**src/rtl/aes_key_sched_iter.sv**
```systemverilog
`default_nettype none
// ============================================================================
// Module   : aes_key_sched_iter
// Purpose  : Iterative AES-128 key expansion. Captures a 128-bit key on an
//            accepted start and produces one schedule word per clock
//            (w4..w43) into a registered 1408-bit round-key schedule.
// Ports    : CLK         - system clock, rising edge
//            RESET       - synchronous active-high reset
//            KS_START    - start request (sampled in IDLE/DONE only)
//            KS_KEY      - 128-bit cipher key, captured on accepted start
//            KS_BUSY     - expansion in progress
//            KS_READY    - schedule complete for last accepted key
//            KS_SCHEDULE - round key i at [128*i +: 128], w[4i] in MSBs
// Options  : AES_KEYSCHED_CACHE_EN - when defined, a restart with the key of
//            the last completed expansion skips EXPAND entirely.
// Revision : 1.0 - initial release
// ============================================================================
module aes_key_sched_iter (
  input  logic          CLK,
  input  logic          RESET,
  input  logic          KS_START,
  input  logic [127:0]  KS_KEY,
  output logic          KS_BUSY,
  output logic          KS_READY,
  output logic [1407:0] KS_SCHEDULE
);

  typedef enum logic [1:0] {
    ST_IDLE   = 2'd0,
    ST_EXPAND = 2'd1,
    ST_DONE   = 2'd2
  } state_t;

  // Forward S-box, entry 0x00 in the MSB byte. Entry b therefore lives at
  // bit range [(255-b)*8+7 -: 8], i.e. index {~b, 3'b111}.
  localparam logic [2047:0] C_SBOX = {
    128'h637c777bf26b6fc53001672bfed7ab76,
    128'hca82c97dfa5947f0add4a2af9ca472c0,
    128'hb7fd9326363ff7cc34a5e5f171d83115,
    128'h04c723c31896059a071280e2eb27b275,
    128'h09832c1a1b6e5aa0523bd6b329e32f84,
    128'h53d100ed20fcb15b6acbbe394a4c58cf,
    128'hd0efaafb434d338545f9027f503c9fa8,
    128'h51a3408f929d38f5bcb6da2110fff3d2,
    128'hcd0c13ec5f974417c4a77e3d645d1973,
    128'h60814fdc222a908846eeb814de5e0bdb,
    128'he0323a0a4906245cc2d3ac629195e479,
    128'he7c8376d8dd54ea96c56f4ea657aae08,
    128'hba78252e1ca6b4c6e8dd741f4bbd8b8a,
    128'h703eb5664803f60e613557b986c11d9e,
    128'he1f8981169d98e949b1e87e9ce5528df,
    128'h8ca1890dbfe6426841992d0fb054bb16
  };

  // Bit offset of word k inside the schedule: round key k/4, with word
  // k%4 == 0 at the top of that 128-bit slot.
  function automatic logic [10:0] word_base(input logic [5:0] k);
    word_base = {k[5:2], 7'b0} + {4'b0, 2'(2'd3 - k[1:0]), 5'b0};
  endfunction

  function automatic logic [7:0] rcon(input logic [3:0] r);
    case (r)
      4'd1:    rcon = 8'h01;
      4'd2:    rcon = 8'h02;
      4'd3:    rcon = 8'h04;
      4'd4:    rcon = 8'h08;
      4'd5:    rcon = 8'h10;
      4'd6:    rcon = 8'h20;
      4'd7:    rcon = 8'h40;
      4'd8:    rcon = 8'h80;
      4'd9:    rcon = 8'h1b;
      4'd10:   rcon = 8'h36;
      default: rcon = 8'h00;
    endcase
  endfunction

  state_t          state_q, state_d;
  logic [5:0]      wi_q, wi_d;
  logic [1407:0]   sched_q, sched_d;
  logic            busy_q, busy_d;
  logic            ready_q, ready_d;

  // Word counter used for operand addressing. Outside EXPAND it is pinned
  // to a legal value so the variable part-selects never leave the schedule.
  logic [5:0]      wi_rd;
  logic [10:0]     base_prev, base_old, base_wr;
  logic [31:0]     w_prev, w_old, w_rot, w_sub, w_temp, w_new;
  logic            cache_hit;

  assign wi_rd     = (state_q == ST_EXPAND) ? wi_q : 6'd4;
  assign base_prev = word_base(6'(wi_rd - 6'd1));
  assign base_old  = word_base(6'(wi_rd - 6'd4));
  assign base_wr   = word_base(wi_rd);

  // Operands come straight out of the schedule register.
  assign w_prev = sched_q[base_prev +: 32];
  assign w_old  = sched_q[base_old  +: 32];
  assign w_rot  = {w_prev[23:0], w_prev[31:24]};

  genvar g;
  generate
    for (g = 0; g < 4; g++) begin : g_sbox
      assign w_sub[8*g +: 8] = C_SBOX[{~w_rot[8*g +: 8], 3'b111} -: 8];
    end
  endgenerate

  assign w_temp = (wi_rd[1:0] == 2'd0) ? (w_sub ^ {rcon(wi_rd[5:2]), 24'h0}) : w_prev;
  assign w_new  = w_old ^ w_temp;

`ifdef AES_KEYSCHED_CACHE_EN
  logic [127:0] cache_key_q;
  logic         cache_vld_q;

  // The cache is loaded from slot 0 as the final word is written, so it
  // always names the key whose schedule is about to be complete.
  always_ff @(posedge CLK) begin
    if (RESET) begin
      cache_key_q <= 128'h0;
      cache_vld_q <= 1'b0;
    end else if (state_q == ST_EXPAND && wi_q == 6'd43) begin
      cache_key_q <= sched_q[127:0];
      cache_vld_q <= 1'b1;
    end
  end

  assign cache_hit = cache_vld_q && (KS_KEY == cache_key_q);
`else
  assign cache_hit = 1'b0;
`endif

  always_comb begin
    state_d = state_q;
    wi_d    = wi_q;
    sched_d = sched_q;
    busy_d  = busy_q;
    ready_d = ready_q;
    case (state_q)
      ST_IDLE, ST_DONE: begin
        if (KS_START) begin
          if (cache_hit) begin
            // Schedule already matches this key; stay ready.
            state_d = ST_DONE;
            busy_d  = 1'b0;
            ready_d = 1'b1;
          end else begin
            sched_d[127:0] = KS_KEY;
            wi_d           = 6'd4;
            busy_d         = 1'b1;
            ready_d        = 1'b0;
            state_d        = ST_EXPAND;
          end
        end
      end
      ST_EXPAND: begin
        sched_d[base_wr +: 32] = w_new;
        wi_d = 6'(wi_q + 6'd1);
        if (wi_q == 6'd43) begin
          state_d = ST_DONE;
          busy_d  = 1'b0;
          ready_d = 1'b1;
        end
      end
      default: begin
        state_d = ST_IDLE;
        busy_d  = 1'b0;
        ready_d = 1'b0;
      end
    endcase
  end

  always_ff @(posedge CLK) begin
    if (RESET) begin
      state_q <= ST_IDLE;
      wi_q    <= 6'd0;
      sched_q <= '0;
      busy_q  <= 1'b0;
      ready_q <= 1'b0;
    end else begin
      state_q <= state_d;
      wi_q    <= wi_d;
      sched_q <= sched_d;
      busy_q  <= busy_d;
      ready_q <= ready_d;
    end
  end

  assign KS_BUSY     = busy_q;
  assign KS_READY    = ready_q;
  assign KS_SCHEDULE = sched_q;

endmodule
`default_nettype wire

```
**config.mk**
```make
export PLATFORM = sky130hd
export DESIGN_NAME = aes_key_sched_iter
export DESIGN_NICKNAME = d
export VERILOG_FILES = /design/src/rtl/aes_key_sched_iter.sv
export SDC_FILE = /design/constraint.sdc
export NUM_CORES = 2
export LEC_CHECK = 0
export ABC_AREA = 1
export BUFFER_PORTS_ARGS = -buffer_cell sky130_fd_sc_hd__buf_2
export CELL_PAD_IN_SITES_DETAIL_PLACEMENT = 0
export CELL_PAD_IN_SITES_GLOBAL_PLACEMENT = 1
export CORE_AREA = 2 2 603 605
export CTS_CLUSTER_SIZE = 24
export DETAILED_ROUTE_END_ITERATION = 16
export DIE_AREA = 0 0 605 607
export PLACE_DENSITY_LB_ADDON = 0.1
export REMOVE_ABC_BUFFERS = 1
export SLEW_MARGIN = 10
export SYNTH_ARGS = -nofsm -noshare
export SYNTH_HDL_FRONTEND = slang
export SYNTH_SLANG_ARGS = --single-unit
```
**constraint.sdc**
```tcl
create_clock -name CLK -period 12.6 [get_ports CLK]
set_input_delay 1.26 -clock CLK [delete_from_list [all_inputs] [get_ports CLK]]
set_output_delay 1.26 -clock CLK [all_outputs]
set_load 0.01 [all_outputs]
```
After elaboration in Yosys (flattened, before gate mapping). Memory sizes are Yosys's and may differ from the RTL's. Index checks and enable logic that the tools add are counted.

Register bits: 1418. Memory bits (read-only): 128. Input port bits: 131. Output and inout port bits: 1410. Word-level logic and storage cells: 58. Memories kept: 1.

Memories: (name not given) (words 16, bits a word 8, rd ports 1, clocked after Yosys merged registers in 0, wr ports 0, line 62) `case (r)`.

Add/sub/neg operators: 10. Equal/unequal tests: 5. Shift operators: 8. Multiplexer cells: 16. Bitwise logic cells: 6. Reduce and logical (&&, ||, !) cells: 6.

Operators with widths (count): $shiftx 2055x12->8 const A (4); $shiftx 1408x12->32 (2); $bwmux 1408 (1); $shift 32x13->1408 const A (1); $shiftx 32x13->1408 (1); $pmux 128 s2 (1); $mux 128 (1); $xor 32x32->32 (2); $add 11x7->11 (3); $mux 32 (1); $not 8->8 (4); $neg 11->13 (1); $mux 6 (2); $pmux 6 s2 (1); $add 6x1->6 const B (1); $eq 6x6->1 const B (1); $sub 2x2->2 const A (3); $sub 6x1->6 const B (1); $sub 6x3->6 const B (1); $logic_not 2->1 (2); $mux 1 (4); $mux 2 (2); $pmux 1 s2 (2); $pmux 2 s2 (1); other kinds (7) (8).

Logic depth before layout (Yosys ltp).
Word-level depth: 14. Mapped depth: 47. Gate-level depth less buffers: 35.

Least setup slack after synthesis. Ideal clock, no wire load.

Path kind: reg2reg. Start: reg state_q[1]. End: reg sched_q[1108], in the netlist KS_SCHEDULE[1108]. Library setup time: 0.070 ns. Data arrival time: 5.778 ns. Data required time: 12.530 ns. Path slack: 6.752 ns. Cell stages (with the launch flop): 43. Buffers on the path: 12. Period minus slack after synthesis: 5.848 ns. Path through: dfxtp_1 -> inv_2 -> nand3_2 -> buf_4 -> buf_4 -> buf_4 -> buf_4 -> buf_4 -> buf_2 -> buf_2 -> buf_1 -> ha_1 -> buf_2 -> inv_2 -> nand2_1 -> buf_4 -> buf_4 -> buf_2 -> (+7 left out) -> ha_1 -> inv_1 -> nand3_1 -> nand2_1 -> nand2_1 -> nand3_1 -> nand3_1 -> nand2_1 -> inv_1 -> nand2_1 -> nand3_1 -> nand3_1 -> nand3_1 -> nand2_1 -> nand2_1 -> nor2_2 -> nand2_1 -> a21oi_1.

Word-level cells in the longest chain between the ends: 13. Elaborated cells between the ends (all ways): 29. Classes of those cells: 9 x add/sub; 1 x eq/ne; 8 x shift; 3 x mux; 6 x bitwise; 1 x reduce/logical; 1 x memory.

Ends and longest elaborated chain: start, declared (line 77) `state_t state_q, state_d;`; start signal, assigned (line 179) `state_q <= state_d;`; $eq 2x1->1 * (line 90, 137); $mux 6 (line 90) `assign wi_rd = (state_q == ST_EXPAND) ? wi_q : 6'd4;`; $sub 6x1->6 (line 91) `assign base_prev = word_base(6'(wi_rd - 6'd1));`; $sub 2x2->2 (line 58) `word_base = {k[5:2], 7'b0} + {4'b0, 2'(2'd3 - k[1:0]), 5'b0};`; $add 11x7->11 (line 58); $shiftx 1408x12->32 (line 96) `assign w_prev = sched_q[base_prev +: 32];`; $not 8->8 (line 103) `assign w_sub[8*g +: 8] = C_SBOX[{~w_rot[8*g +: 8], 3'b111} -: 8];`; $shiftx 2055x12->8 (line 103); $xor 32x32->32 (line 107) `assign w_temp = (wi_rd[1:0] == 2'd0) ? (w_sub ^ {rcon(wi_rd[5:2]), 24'h0}) : w_prev;`; $mux 32 (line 107); $xor 32x32->32 (line 108) `assign w_new = w_old ^ w_temp;`; $shiftx 32x13->1408 (line 155) `sched_d[base_wr +: 32] = w_new;`; $bwmux 1408 (line 155); end signal, assigned (line 181) `sched_q <= sched_d;`; end, declared (line 79) `logic [1407:0] sched_q, sched_d;`.

Mark *: on every way between the ends. The rest lies on a longest branch, timed or not. A chain may end at the register's enable or synchronous reset.

Worst setup path after layout.
Start: reg state_q[0]. End: reg sched_q[1269], in the netlist KS_SCHEDULE[1269].

The elaborated chain is that of the path after synthesis.

==> key figures <==
Status
  – Status: completed

Floorplan
  – Initial core utilization: 25.12%
  – Die ar.: roughly 370000 um^2
  – Chip height: approximately 600 um
  – Width of the die: a little over 600 um
  – # IOs: approximately 1500
  – Num rows: around 220
  – Core area: around 360000 um^2

Detailed routing
  – 1st-pass router iterations: 7
  – Via count: 121700
  – Drt total wl: roughly 830000 um
  – Routed wire length per instance: 41.85 um
  – Routed Antenna Nets: 0
  – Drc violations: 0
  – Via density per instance: 6.111
  – DR iter-0 viols: between 15000 and 20000

Clocking
  – CTS Sinks: 1418
  – CTS Buffer Depth: 4
  – H-tree level count: 4
  – Root Driver: clkbuf_16
  – Total CTS buffers: ~190
  – Cts hold-fix bufs: 0
  – TritonCTS clock tree: yes
  – Clk pin slew, worst setup/hold paths: approximately 0.06 ns
  – Setup bufs post-CTS: 0
  – Resize count post-CTS: 0
  – Worst-Skew Late Latency: 0.96 ns

Timing
  – Max Clock Skew: 0.07014 ns
  – Worst-Margin Slew: roughly 1.4 ns
  – RSZ-0062 raised after global routing: false
  – Tcrit/Tclk final: just over 80%
  – Hold Worst Slack: 0.4762 ns
  – Worst slew margin: under 10%
  – Tmin final: 10.19 ns
  – Fmax achieved: approximately 98 MHz
  – Final worst slack: around 2.4 ns
  – Fin. Hold Viols: 0
  – Setup Viol. Count Final: 0
  – Setup TNS: 0 ns
  – Max-slew violations: 0

Synth
  – Main area contributors after synthesis: dfxtp_1 31%, nand3_1 13%, nand2_1 11%
  – Area leader, netlist: dfxtp_1
  – Synth Area in XOR/XNOR: less than 1%
  – Syn_area_per_cell: 6.384 um^2
  – Largest family of logic cells by synthesized area: simple AND/OR/NAND/NOR gates
  – Cell variety after synth: between 60 and 70
  – Cell area after synthesis: about 91000 um^2
  – Synth top area share: approximately 31%
  – Sequential share of the synthesized area: about 31%
  – Post-Synth Adder-Cell Area: less than 1%
  – Commonest register cell after synthesis: dfxtp_1
  – Ys async rst share: 0%
  – Yosys reg bits: roughly 1400
  – Number of flops mapped to enable cells by yosys: 0
  – Mux cell area share after synthesis: 0%
  – Ys Warns: 0
  – Synth Instances: 14200
  – Synth Area in Compound Gates: 26.76%
  – Simple-Gate Fraction of Synth Area: 29.55%

Placed design
  – Number of port buffers: roughly 1500
  – DP HPWL: roughly 560000 um
  – RePlAce Congestion: 0.9762
  – Dpl ws: roughly 3 ns
  – Inst Count DP: between 15000 and 20000

Worst hold path
  – Hold WC Path Type: flop to flop

Final layout
  – Area Overhead vs Synth: 19.24%
  – Layout Cells excl Fill: roughly 20000
  – Utilization after layout: ~30%
  – Layout cells sized above 1: 16.51%
  – # nets final: approximately 15000

Run
  – Max Cap Viol: 0

Global routing
  – GRT Total Usage: between 40 and 50%
  – Vias in the first global route: between 100k and 150k
  – Initial antenna violation count: 78
  – Largest net degree at the start of global routing: approximately 210
  – Overflow after GRT: 0
  – First-pass GRT wire length: ~1100000 um

Critical path
  – Crit-path max FO: 21
  – Slowest-stage cell, CP: dfxtp_1
  – Critical path type: flop to flop
  – Critical Path Max Stage Delay: 1.11 ns
  – Critical Path Start Type: flop
  – Most common cell on crit path: nand3_1
  – Crit end category: flop
  – Worst Path Required: 13.47 ns
  – CP arrival: around 11 ns

Pwr
  – Leakage power: about 47 nW
  – Maximum vdd drop: a little under 100 uV
  – Pwr dens: ~150 nW/um^2
==> cells in the final DEF (no fill, tap or decap), types with 70 or more instances in the layout <==
cell type	n
nand2_1	2724
nand3_1	2292
o21ai_0	1580
a21oi_1	1570
buf_2	1539
dfxtp_1	1417
inv_1	1070
nor2_1	436
o211ai_1	331
buf_4	280
a22oi_1	236
nand4_1	222
clkbuf_16	193
o22ai_1	141
a31oi_1	138
a221oi_1	76
nand2_2	72
o2111ai_1	70
==> final timing paths <==
check,from,to,slack (ns),cells after the start
worst min-delay path,KS_READY$_SDFFE_PP0P_,KS_READY$_SDFFE_PP0P_,0.48,2
worst min register to register,KS_READY$_SDFFE_PP0P_,KS_READY$_SDFFE_PP0P_,0.48,2
worst max-delay path,state_q[0]$_SDFFE_PP0P_,KS_SCHEDULE[1269]$_SDFFE_PP0P_,2.41,28
worst max register to register,state_q[0]$_SDFFE_PP0P_,KS_SCHEDULE[1269]$_SDFFE_PP0P_,2.41,28
==> where the power goes <==
group,internal [mW],switching [mW]
clock network,3.45,2.51
registers,4.53,0.0829
logic,1.20,4.56
==> cell type report <==
| type | instances | area [um^2] |
|---|---|---|
| diodes | 45 | 112.6 |
| inverters | 1137 | 4374 |
| repair buffers | 1844 | 10300 |
| fillers | 40920 | 252800 |
| clock inverters | 66 | 952.2 |
| well taps | 4794 | 5998 |
| flip-flops and latches | 1418 | 28390 |
| clock buffers | 274 | 5524 |
| multi-input cells | 10330 | 52440 |
==> cell families after synthesis <==
group | Yosys count
AO/OA/AOI/OAI | 4295
XOR/XNOR | 2
adder cells (fa/ha/maj) | 59
buffers and inverters | 2452
flip-flops | 1418
AND/OR/NAND/NOR | 5973
==> state kept, by name, summed over array words and instances (netlist names) <==
name         count
KS_BUSY          1
state_q          2
KS_READY         1
wi_q             6
KS_SCHEDULE   1408
==> per-stage QoR <==
step	total power, mW	area [um^2]
floorplan	7.623	84470
global placement	10.29	101500
detailed placement	10.23	101500
CTS	16.11	108000
global route	16.68	108000
finish	16.34	108100
==> routing by layer <==
metal  wire (um)  GRT usage [%]  vias to the layer above
met3       85900          9.613                     1797
met2      344000          62.37                     8719
met5          44              0                        -
met4       70160          31.83                        8
met1      333000          56.21                    60450
li1            -              -                    50690
==> synthesized netlist by cell type (all sizes together), types with 4 or more instances <==
| cell type | n |
|---|---|
| nand2 | 2814 |
| nand3 | 2315 |
| o21ai | 1612 |
| a21oi | 1571 |
| dfxtp | 1418 |
| inv | 1127 |
| clkbuf | 709 |
| buf | 606 |
| nor2 | 552 |
| o211ai | 332 |
| a22oi | 236 |
| nand4 | 222 |
| o22ai | 141 |
| a31oi | 138 |
| a221oi | 76 |
| o2111ai | 70 |
| ha | 59 |
| a2111oi | 29 |
| nor3 | 29 |
| o31ai | 23 |
| o311ai | 19 |
| or2 | 17 |
| o221ai | 16 |
| nand3b | 15 |
| a211oi | 14 |
| clkinv | 10 |
| nor4 | 5 |
| a32o | 4 |
| a32oi | 4 |
==> critical path, delay by kind of cell, from the launching register on <==
kind,cells,cell delay (ns)
flops,1,1.11
fa+ha+maj,1,0.22
buf+inv,5,2.33
simple gates,21,6.09
compound gates,1,0.18
(Power assumes the default switching activity.)
